**src/rtl/uart_tx_frame_arbiter.sv**
```systemverilog
// Two-channel (waveform/status) framer sharing one UART byte transmitter.
// Optional trailing XOR checksum byte: define UART_ARB_CHECKSUM_EN.
module uart_tx_frame_arbiter #(
    parameter logic [9:0] MAX_LEN  = 10'd405,
    parameter logic [7:0] HDR_WAVE = 8'hA5,
    parameter logic [7:0] HDR_STAT = 8'h5A
) (
    input  logic       in_clk,
    input  logic       in_rst,
    input  logic       wave_req,
    input  logic [9:0] wave_len,
    input  logic [7:0] wave_data,
    output logic       wave_rd,
    output logic       wave_done,
    input  logic       stat_req,
    input  logic [7:0] stat_data,
    output logic       stat_ack,
    output logic [7:0] tx_data,
    output logic       tx_start,
    input  logic       tx_done,
    output logic [1:0] grant,
    output logic       busy
);

    typedef enum logic [2:0] {
        S_IDLE = 3'd0,
        S_HDR  = 3'd1,
        S_LENH = 3'd2,
        S_LENL = 3'd3,
        S_PAY  = 3'd4,
        S_DONE = 3'd5
`ifdef UART_ARB_CHECKSUM_EN
        ,
        S_CSUM = 3'd6
`endif
    } state_t;

    state_t     state_q, state_d;
    logic [7:0] tx_data_q, tx_data_d;
    logic       tx_start_q, tx_start_d;
    logic       wave_rd_q, wave_rd_d;
    logic       wave_done_q;
    logic       stat_ack_q;
    logic [1:0] grant_q;
    logic       busy_q;
    logic [9:0] len_q;
    logic [9:0] cnt_q;
    logic [7:0] stat_byte_q;
    logic       own_stat_q;
    logic       last_stat_q;
`ifdef UART_ARB_CHECKSUM_EN
    logic [7:0] csum_q;
`endif

    logic       pick_stat;
    logic       pick_wave;
    logic [9:0] wave_len_clamp;
    logic       byte_done;
    logic       pay_last;
    logic [7:0] pay_byte;
    logic       go_tail;
    logic       enter_hdr;
    logic       enter_done;

    // Ties go to the channel that was not served last.
    assign pick_stat      = stat_req & (~wave_req | ~last_stat_q);
    assign pick_wave      = wave_req & ~pick_stat;
    assign wave_len_clamp = (wave_len > MAX_LEN) ? MAX_LEN : wave_len;
    assign byte_done      = tx_done & ~tx_start_q;
    assign pay_last       = (cnt_q + 10'd1) == len_q;
    assign pay_byte       = own_stat_q ? stat_byte_q : wave_data;
    assign enter_hdr      = (state_q == S_IDLE) & (state_d == S_HDR);
    assign enter_done     = (state_q != S_DONE) & (state_d == S_DONE);

    always_comb begin
        state_d    = state_q;
        tx_data_d  = tx_data_q;
        tx_start_d = 1'b0;
        wave_rd_d  = 1'b0;
        go_tail    = 1'b0;
        unique case (state_q)
            S_IDLE: begin
                if (pick_stat | pick_wave) begin
                    state_d    = S_HDR;
                    tx_start_d = 1'b1;
                    tx_data_d  = pick_stat ? HDR_STAT : HDR_WAVE;
                end
            end
            S_HDR: begin
                if (byte_done) begin
                    state_d    = S_LENH;
                    tx_start_d = 1'b1;
                    tx_data_d  = {6'b0, len_q[9:8]};
                end
            end
            S_LENH: begin
                if (byte_done) begin
                    state_d    = S_LENL;
                    tx_start_d = 1'b1;
                    tx_data_d  = len_q[7:0];
                end
            end
            S_LENL: begin
                if (byte_done) begin
                    if (len_q != 10'd0) begin
                        state_d    = S_PAY;
                        tx_start_d = 1'b1;
                        tx_data_d  = pay_byte;
                        wave_rd_d  = ~own_stat_q;
                    end else begin
                        go_tail = 1'b1;
                    end
                end
            end
            S_PAY: begin
                if (byte_done) begin
                    if (pay_last) begin
                        go_tail = 1'b1;
                    end else begin
                        tx_start_d = 1'b1;
                        tx_data_d  = pay_byte;
                        wave_rd_d  = ~own_stat_q;
                    end
                end
            end
`ifdef UART_ARB_CHECKSUM_EN
            S_CSUM: begin
                if (byte_done) begin
                    state_d = S_DONE;
                end
            end
`endif
            S_DONE: begin
                state_d = S_IDLE;
            end
            default: begin
                state_d = S_IDLE;
            end
        endcase
        if (go_tail) begin
`ifdef UART_ARB_CHECKSUM_EN
            state_d    = S_CSUM;
            tx_start_d = 1'b1;
            tx_data_d  = csum_q;
`else
            state_d    = S_DONE;
`endif
        end
    end

    always_ff @(posedge in_clk) begin
        if (in_rst) begin
            state_q     <= S_IDLE;
            tx_data_q   <= 8'h00;
            tx_start_q  <= 1'b0;
            wave_rd_q   <= 1'b0;
            wave_done_q <= 1'b0;
            stat_ack_q  <= 1'b0;
            grant_q     <= 2'b00;
            busy_q      <= 1'b0;
            len_q       <= 10'd0;
            cnt_q       <= 10'd0;
            stat_byte_q <= 8'h00;
            own_stat_q  <= 1'b0;
            last_stat_q <= 1'b0;
        end else begin
            state_q     <= state_d;
            tx_data_q   <= tx_data_d;
            tx_start_q  <= tx_start_d;
            wave_rd_q   <= wave_rd_d;
            wave_done_q <= 1'b0;
            stat_ack_q  <= 1'b0;
            if (enter_hdr) begin
                own_stat_q  <= pick_stat;
                len_q       <= pick_stat ? 10'd1 : wave_len_clamp;
                stat_byte_q <= stat_data;
                grant_q     <= pick_stat ? 2'b10 : 2'b01;
                busy_q      <= 1'b1;
                cnt_q       <= 10'd0;
            end
            if ((state_q == S_PAY) && byte_done) begin
                cnt_q <= cnt_q + 10'd1;
            end
            if (enter_done) begin
                wave_done_q <= ~own_stat_q;
                stat_ack_q  <= own_stat_q;
                last_stat_q <= own_stat_q;
            end
            if (state_q == S_DONE) begin
                grant_q <= 2'b00;
                busy_q  <= 1'b0;
            end
        end
    end

`ifdef UART_ARB_CHECKSUM_EN
    // Covers both length bytes and the payload; the header is left out.
    always_ff @(posedge in_clk) begin
        if (in_rst) begin
            csum_q <= 8'h00;
        end else if (enter_hdr) begin
            csum_q <= 8'h00;
        end else if (tx_start_d &&
                     (state_d inside {S_LENH, S_LENL, S_PAY})) begin
            csum_q <= csum_q ^ tx_data_d;
        end
    end
`endif

    assign tx_data   = tx_data_q;
    assign tx_start  = tx_start_q;
    assign wave_rd   = wave_rd_q;
    assign wave_done = wave_done_q;
    assign stat_ack  = stat_ack_q;
    assign grant     = grant_q;
    assign busy      = busy_q;

endmodule

```
**config.mk**
```make
export PLATFORM = sky130hd
export DESIGN_NAME = uart_tx_frame_arbiter
export DESIGN_NICKNAME = d
export VERILOG_FILES = /design/src/rtl/uart_tx_frame_arbiter.sv
export SDC_FILE = /design/constraint.sdc
export NUM_CORES = 1
export LEC_CHECK = 0
export CAP_MARGIN = 20
export CELL_PAD_IN_SITES_DETAIL_PLACEMENT = 1
export CELL_PAD_IN_SITES_GLOBAL_PLACEMENT = 1
export CORE_AREA = 2 2 124 66
export CTS_CLUSTER_SIZE = 16
export DETAILED_ROUTE_END_ITERATION = 6
export DIE_AREA = 0 0 126 68
export PLACE_DENSITY = 0.82
export REMOVE_ABC_BUFFERS = 1
export SYNTH_ARGS = -nofsm -noshare
export SYNTH_HDL_FRONTEND = slang
export SYNTH_SLANG_ARGS = --single-unit
```
**constraint.sdc**
```tcl
create_clock -name in_clk -period 2.7 [get_ports in_clk]
set_input_delay 0.81 -clock in_clk [delete_from_list [all_inputs] [get_ports in_clk]]
set_output_delay 0.81 -clock in_clk [all_outputs]
set_load 0.005 [all_outputs]
```
# [Word-level counts from Yosys, hierarchy flattened]
# Cells that the tools add are included.
[word_totals] regBits=48 latchBits=0 ramBits=0 rom_bits=0 inputBits=31 output_inout_bits=15 mem_count=0
[op_classes] n_addsub=1 mul=0 n_div=0 order_cmp=1 n_eq_ne=16 n_shift=0 muxes=39 bitwise=13 n_reduce_logical=9
[ops] cell="$mux 8" count=9
[ops] cell="$mux 10" count=4
[ops] cell="$pmux 8 s5" count=1
[ops] cell="$mux 3" count=6
[ops] cell="$pmux 3 s5" count=1
[ops] cell="$mux 1" count=14
[ops] cell="$ne 2x2->1 const B" count=6
[ops] cell="$add 10x1->10 const B" count=1
[ops] cell="$eq 10x10->1" count=1
[ops] cell="$gt 10x9->1 const B" count=1
[ops] cell="$reduce_bool 10->1" count=1
[ops] cell="$eq 3x3->1 const B" count=3
[ops] cell="$reduce_and 8->1" count=1
[ops] cell="$eq 3x1->1 const B" count=2
[ops] cell="$eq 3x2->1 const B" count=2
[ops] cell="$not 1->1" count=6
[ops] cell="$reduce_or 2->1" count=3
[ops] cell="$and 1x1->1" count=5
[ops] cell="$reduce_bool 5->1" count=1
[ops] cell="$pmux 1 s2" count=2
[ops] cell="$pmux 1 s4" count=1
[ops] cell="$logic_not 3->1" count=1
[ops] cell="$ne 3x3->1 const B" count=1
[ops] cell="$mux 2" count=1
[ops] cell="other kinds (4)" count=5

# [Depth between registers and ports, before layout]
# Gate-level depths: netlist of run 1.
[logic_depth] word_depth=13 depth_mapped=9

# [Least setup slack after synthesis of run 1]
# OpenSTA, ideal clock, no wires.
[synth_path] path_kind="register -> register" startpoint="reg cnt_q[0]" endpoint="reg tx_data_q[2] (netlist: tx_data[2])" setup_time_ns=0.128 arrival_ns=2.171 setup_slack_ns=0.401 path_stages_with_launch=10 n_path_buf=1 synth_period_minus_slack_ns=2.299 path_cell_list="dfxtp_1 ha_1 buf_6 nand3_1 nor2_1 xnor2_1 nand4_1 o31ai_4 mux2i_1 nor2_1"
[synth_between] elab_chain_cells=4
[synth_lines] item="from (decl)" line="47" source="logic [9:0] cnt_q;"
[synth_lines] item="from (signal assigned)" line="182" source="cnt_q <= cnt_q + 10'd1;"
[synth_lines] item="$add 10x1->10" line="70" source="assign pay_last = (cnt_q + 10'd1) == len_q;"
[synth_lines] item="$eq 10x10->1" line="70"
[synth_lines] item="$ne 2x2->1 (no line)"
[synth_lines] item="$reduce_and 8->1 (no line)"
[synth_lines] item="to (signal assigned)" line="168" source="tx_data_q <= tx_data_d;"
[synth_lines] item="to (decl)" line="39" source="logic [7:0] tx_data_q, tx_data_d;"
# Every way passes these cells.
# A chain may end at the register's enable or synchronous reset.

# [Final worst setup path of run 1]
[layout_path] startpoint="reg cnt_q[1]" endpoint="reg tx_data_q[2] (netlist: tx_data[2])"
# Same word-level chain as after synthesis.

==> key figures, run 1 <==
Global route
  • Initial antenna violation count: 0
  • GRT Overall Usage: 23.02%
  • Largest net degree at the start of global routing: 24
  • First-pass GRT wire length: 15060 um
  • Gr ovfl total: 0
  • Number of global-route vias before repair: 2762

Logic synthesis
  • Synth unique cells: 61
  • Average size of a mapped cell: 7.784 um2
  • Fraction of registers with async set/reset: 0%
  • Synth Flop Type: dfxtp_1
  • Post-Syn Instances: 361
  • EDFF count, synth: 0
  • #FFs+latches synth: 48
  • Post-synthesis sequential area ratio: 34.19%
  • Yosys warnings: 0
  • Synth Cell Area: 2810 um2

Floorplanning
  • Die H: 68 um
  • # rows: 23
  • Die ar.: 8568 um2
  • I/O pins: 46
  • Total core area: 7597 um2
  • Die W: 126 um
  • Initial core utilization: 36.99%

Cells and area
  • Layout area overhead: 27.96%
  • Finished Cell Area: 3596 um2
  • ANT cells: 0
  • Share of post-route cells with drive strength above 1: 12.62%
  • Nets@finish: 443

Clocking
  • H-tree levels: 2
  • Clock transition at path regs: 60 ps
  • Clk sinks: 48
  • Post_cts resized: 0
  • Root Driver: clkbuf_16
  • CTS max path bufs: 2
  • CTS tree: yes
  • Total CTS buffers: 5
  • Worst-Skew Late Latency: 290 ps
  • Post-CTS Hold Buffers: 0
  • Setup bufs post-CTS: 0

Critical path
  • CP Class: flop to flop
  • Worst Path Max Fanout: 7
  • CP Capture Type: flop
  • Critical Path AT: 2660 ps
  • CP startpoint kind: flop
  • CP required: 2890 ps

Pwr
  • IR drop worst, VDD: 0.0002398 V
  • Cell internal pwr: 1.407 mW
  • PD cells: 572.6 nW/um2
  • Comb power frac: 28.1%
  • Sw Ratio: 31.67%
  • Clock Power Share: 31.5%
  • Psw: 652.0 uW
  • Flop pwr share: 40.3%
  • Pleak: 1.311 nW

Detailed routing
  • Via-per-instance ratio: 5.668
  • Routed Antenna Nets: 0
  • Drt wl/cell: 18.43 um
  • WL final: 9436 um
  • Vias after detailed routing: 2902
  • DR iter-0 viols: 224
  • First-pass iteration count of the detailed router: 4
  • Post-route DRC: 0

Placement
  • Gpl congestion: 0.9232
  • Post-DP HPWL: 7414 um
  • Number of I/O port buffers: 45
  • Placed Area: 3442 um2

STA
  • Max Clock Skew: 2.300 ps
  • Final Max Slew Viols: 0
  • Final setup viols: 0
  • RSZ-0062 raised after global routing: no
  • Final Hold Fails: 0
  • Slew @ Worst Pin: 697.1 ps
  • Tcrit/Tclk final: 91.66%
  • Crit path time final: 2475 ps
  • Relative slew slack: 53.46%
  • F_max: 0.4041 GHz
  • Final TNS setup: 0 ps

Run status
  • Status: finished clean

Flow run
  • Max cap viols: 0

Hold path
  • Hold Path Class: flop to flop
## worst max-delay path, stage by stage, from the launching register on
cell	delay, ps
dfxtp_1	470
ha_1	340
buf_4	180
nand4bb_1	100
o2111ai_1	100
o21a_1	150
nand4_1	200
o31ai_4	370
buf_12	170
mux2i_1	230
nor2_1	70
## through the flow
step / power (mW) / worst slack, ps / utilization [%] / instances / hold slack [ps]
after global routing: 2.161 / 50.08 / 47.33 / 512 / 492.3
after floorplan: 1.122 / 352.4 / - / 334 / 426.8
after detailed placement: 1.413 / 44.34 / 45.31 / 503 / 454.0
after global placement: 1.386 / 133.7 / 45.31 / 503 / 442.1
final: 2.059 / 225.1 / 47.33 / 512 / 461.2
after CTS: 2.059 / 186.8 / 47.23 / 511 / 463.0
## power by group through the flow
stage / Clock [mW] / Combinational, mW / Sequential [mW]
2_1_floorplan: 0 / 0.288 / 0.834
3_3_place_gp: 0 / 0.547 / 0.839
3_5_place_dp: 0 / 0.568 / 0.845
4_1_cts: 0.659 / 0.570 / 0.829
5_1_grt: 0.692 / 0.632 / 0.838
6_report: 0.649 / 0.579 / 0.831
## area by class of cell
class                   instances  area [um2]
clock buffers                   8       146.4
fillers                       940        4001
inverters                       4       15.01
multi-input cells             282        1698
flip-flops and latches         48       960.9
well taps                     100       125.1
repair buffers                 70       650.6
## final timing paths
check	from	to	slack, ps	cells past startpoint
worst max-delay path	cnt_q[1]	tx_data[2]	230	10
worst max register to register	cnt_q[1]	tx_data[2]	230	10
worst min register to register	stat_byte_q[0]	stat_byte_q[0]	460	2
worst min-delay path	stat_byte_q[0]	stat_byte_q[0]	460	2
## layer usage
metal | part of all wire [%] | up-vias | track usage, %
met5 | 0 | - | 0
met4 | 0.99 | 0 | 6.456
met3 | 7.5 | 10 | 5.551
met2 | 39 | 107 | 31.59
met1 | 53 | 1406 | 35.11
li1 | - | 1379 | -
## logic make-up after synthesis
family | count (synthesis) | synth area share (%)
AND/OR/NAND/NOR | 147 | 24.67
AO/OA/AOI/OAI | 105 | 24.80
flip-flops | 48 | 34.19
adder cells (fa/ha/maj) | 1 | 0.4452
buffers and inverters | 31 | 5.387
multiplexers | 16 | 6.189
XOR/XNOR | 13 | 4.319
## cell usage after synthesis, types with 2 or more instances
library cell   n  area [um2]
mux2i_1       14       140.1
clkbuf_1      19       71.32
buf_2          2       10.01
nand2_1       48       180.2
nor2b_1        4       25.02
a21oi_1       36       180.2
nor2_1        54       202.7
nor3_2         2       20.02
o211ai_1       4       30.03
o21ai_0       23       115.1
buf_6          3       33.78
and3_1         2       12.51
dfxtp_1       48       960.9
o31ai_1        3       22.52
a311oi_1       2       17.52
nor4_1         4       25.02
xnor2_1        7       61.31
o311ai_0       3       26.28
nand3_1        5       25.02
o22ai_2        2       25.02
nor3_1        13       65.06
nand4_1        2       12.51
inv_1          4       15.01
a211oi_1       4       30.03
o21a_1         2       15.01
a31oi_1        2       12.51
a31o_2         3       26.28
xor2_1         5       43.79
nand2b_1       2       12.51
a22oi_1        8       60.06
## registers in the layout (all words and copies together), names as in the netlist
name,count
cnt_q,10
len_q,10
stat_byte_q,8
tx_data,8
state_q,3
grant,2
busy,1
last_stat_q,1
own_stat_q,1
stat_ack,1
tx_start,1
wave_done,1
wave_rd,1
## cell usage in the layout, fill, tap and decap left out, types with 4 or more instances in the layout
| cell type | n |
|---|---|
| a211oi_1 | 4 |
| a22oi_1 | 8 |
| buf_4 | 24 |
| o21ai_0 | 23 |
| xnor2_1 | 7 |
| dfxtp_1 | 48 |
| nand3_1 | 5 |
| inv_1 | 4 |
| nor2b_1 | 4 |
| o211ai_1 | 4 |
| mux2i_1 | 14 |
| xor2_1 | 5 |
| nand2_1 | 48 |
| nor4_1 | 4 |
| clkdlybuf4s50_1 | 45 |
| a21oi_1 | 36 |
| nor2_1 | 54 |
| nor3_1 | 13 |
| clkbuf_16 | 5 |
(Power assumes the default switching activity.)
==> inputs of run 2 (changes only) <==
--- a/config.mk
+++ b/config.mk
@@ -8,10 +8,11 @@
 export CAP_MARGIN = 20
 export CELL_PAD_IN_SITES_DETAIL_PLACEMENT = 1
 export CELL_PAD_IN_SITES_GLOBAL_PLACEMENT = 1
-export CORE_AREA = 2 2 124 66
+export CORE_AREA = 2 2 114 61
 export CTS_CLUSTER_SIZE = 16
 export DETAILED_ROUTE_END_ITERATION = 6
-export DIE_AREA = 0 0 126 68
+export DIE_AREA = 0 0 116 63
+export DONT_BUFFER_PORTS = 1
 export PLACE_DENSITY = 0.82
 export REMOVE_ABC_BUFFERS = 1
 export SYNTH_ARGS = -nofsm -noshare
==> run 2 against run 1 <==
First-iteration DRC count is 7.1% lower. Worst hold slack worse by 11 ps. Global-route usage is 2.6 points higher. Fmax is 1.1% higher. Critical path depth is 1 lower. Flip-flop and latch count stayed put. Core utilization is 0.071 points higher. Final area is 16% lower. Clock skew is 5.2 ps higher. Die area is 15% lower. Critical path type unchanged. Critical endpoint is now tx_data[3]. Largest power group unchanged.
==> key figures, run 2 (synthesis gave the netlist of run 1 again) <==
Run status
  • Status: finished clean

Hold path
  • Hold Path Class: flop to flop

Cells and area
  • ANT cells: 0
  • Commonest non-fill, non-tap cells in the layout: 54 x nor2_1, 48 x nand2_1, 48 x dfxtp_1
  • Nets@finish: 386
  • Biggest regs: cnt_q: 10 flops, len_q: 10 flops
  • Commonest non-fill, non-tap cell in the layout: nor2_1
  • Share of post-route cells with drive strength above 1: 11.36%
  • Layout area overhead: 7.257%

Pwr
  • PD cells: 618.3 nW/um2
  • Clock Power Share: 31.8%
  • IR drop worst, VDD: 0.0002781 V
  • Flop pwr share: 44.2%
  • Total power: 1.864 mW
  • Comb power frac: 23.9%
  • Pleak: 1.065 nW
  • Cell internal pwr: 1.257 mW
  • Sw Ratio: 32.56%
  • Psw: 606.8 uW

STA
  • Crit path time final: 2448 ps
  • Final TNS setup: 0 ps
  • Final Hold Fails: 0
  • Max Clock Skew: 7.520 ps
  • RSZ-0062 raised after global routing: no
  • Final setup viols: 0
  • Relative slew slack: 39.67%
  • Slew @ Worst Pin: 893.5 ps
  • F_max: 0.4086 GHz
  • Final Max Slew Viols: 0
  • Tcrit/Tclk final: 90.65%

Clocking
  • CTS max path bufs: 2
  • Total CTS buffers: 5
  • H-tree levels: 2
  • Post-CTS Hold Buffers: 0
  • Clock transition at path regs: 60 ps
  • CTS tree: yes
  • Worst-Skew Late Latency: 300 ps
  • Post_cts resized: 0
  • Clk sinks: 48
  • Root Driver: clkbuf_16
  • Setup bufs post-CTS: 0

Critical path
  • CP startpoint kind: flop
  • CP required: 2890 ps
  • Worst Path Max Fanout: 10
  • CP Class: flop to flop
  • Critical Path AT: 2640 ps
  • CP Capture Type: flop

Global route
  • Largest net degree at the start of global routing: 44
  • Grt peak-use layer: met1
  • Gr ovfl total: 0
  • Initial antenna violation count: 0
  • Number of global-route vias before repair: 2646
  • Met1 usage: 38.87%
  • First-pass GRT wire length: 14300 um
  • Grt met3 use: 6.499%
  • GRT Overall Usage: 25.58%
  • Met2 GRT Util: 36.18%

Placement
  • Number of I/O port buffers: 0
  • Gpl congestion: 0.8357
  • Post-DP HPWL: 6624 um

Detailed routing
  • Via-per-instance ratio: 6.043
  • Post-route DRC: 0
  • Vias after detailed routing: 2683
  • Drt wl/cell: 20.10 um
  • Routed Antenna Nets: 0
  • WL final: 8926 um
  • DR iter-0 viols: 208
  • First-pass iteration count of the detailed router: 4

Floorplanning
  • Die W: 116 um
  • I/O pins: 46
  • Initial core utilization: 44.20%
  • Total core area: 6359 um2
  • Die ar.: 7308 um2
  • # rows: 21
  • Die H: 63 um

Flow run
  • Max cap viols: 0
[run 2: worst paths after layout]
check	from	to	slack (ps)	cells after the start
max	cnt_q[1]	tx_data[3]	250	9
min	stat_byte_q[0]	stat_byte_q[0]	450	2
max reg2reg	cnt_q[1]	tx_data[3]	250	9
min reg2reg	stat_byte_q[0]	stat_byte_q[0]	450	2
[run 2: per-stage QoR]
step	instance area (um2)	util (%)	setup slack, ps	hold slack (ps)	cells
final	3014	47.40	252.5	450.4	444
after global routing	3014	47.40	47.05	462.8	444
after CTS	3012	47.36	185.6	450.6	444
after detailed placement	2887	45.40	200.6	443.3	439
after global placement	2887	45.40	354.1	433.9	439
after floorplan	2674	-	352.4	426.8	334
[run 2: layout make-up]
cell class              instances  area (um2)
inverters                       4       15.01
well taps                      92       115.1
repair buffers                 13       97.59
flip-flops and latches         48       960.9
multi-input cells             282        1700
clock buffers                   5       125.1
fillers                       793        3344
[run 2: critical path, cell delays in order, from the launching register on]
cell,delay (ps)
dfxtp_1,440
ha_2,320
nand3_1,190
nor2_1,220
xnor2_1,140
nand4_1,240
o31ai_4,270
buf_4,240
mux2i_1,210
nor2_1,60
[run 2: routing by layer]
| metal | share of wire, % | up-vias | wire length, um |
|---|---|---|---|
| met5 | 0 | - | 0 |
| li1 | - | 1268 | - |
| met2 | 41 | 93 | 3632 |
| met3 | 7.5 | 12 | 672 |
| met1 | 51 | 1310 | 4535 |
| met4 | 0.96 | 0 | 86 |
[run 2: power groups by stage]
stage,clock (mW),sequential (mW),combinational (mW)
2_1_floorplan,0,0.834,0.288
6_report,0.593,0.824,0.446
4_1_cts,0.601,0.824,0.439
3_5_place_dp,0,0.839,0.432
5_1_grt,0.634,0.831,0.489
3_3_place_gp,0,0.836,0.417
==> inputs of run 3 (changes only) <==
--- a/config.mk
+++ b/config.mk
@@ -15,6 +15,7 @@
 export DONT_BUFFER_PORTS = 1
 export PLACE_DENSITY = 0.82
 export REMOVE_ABC_BUFFERS = 1
+export SLEW_MARGIN = 20
 export SYNTH_ARGS = -nofsm -noshare
 export SYNTH_HDL_FRONTEND = slang
 export SYNTH_SLANG_ARGS = --single-unit
==> results of run 3 <==
Same layout as run 2: the final DEF is identical, and so are final timing and power.
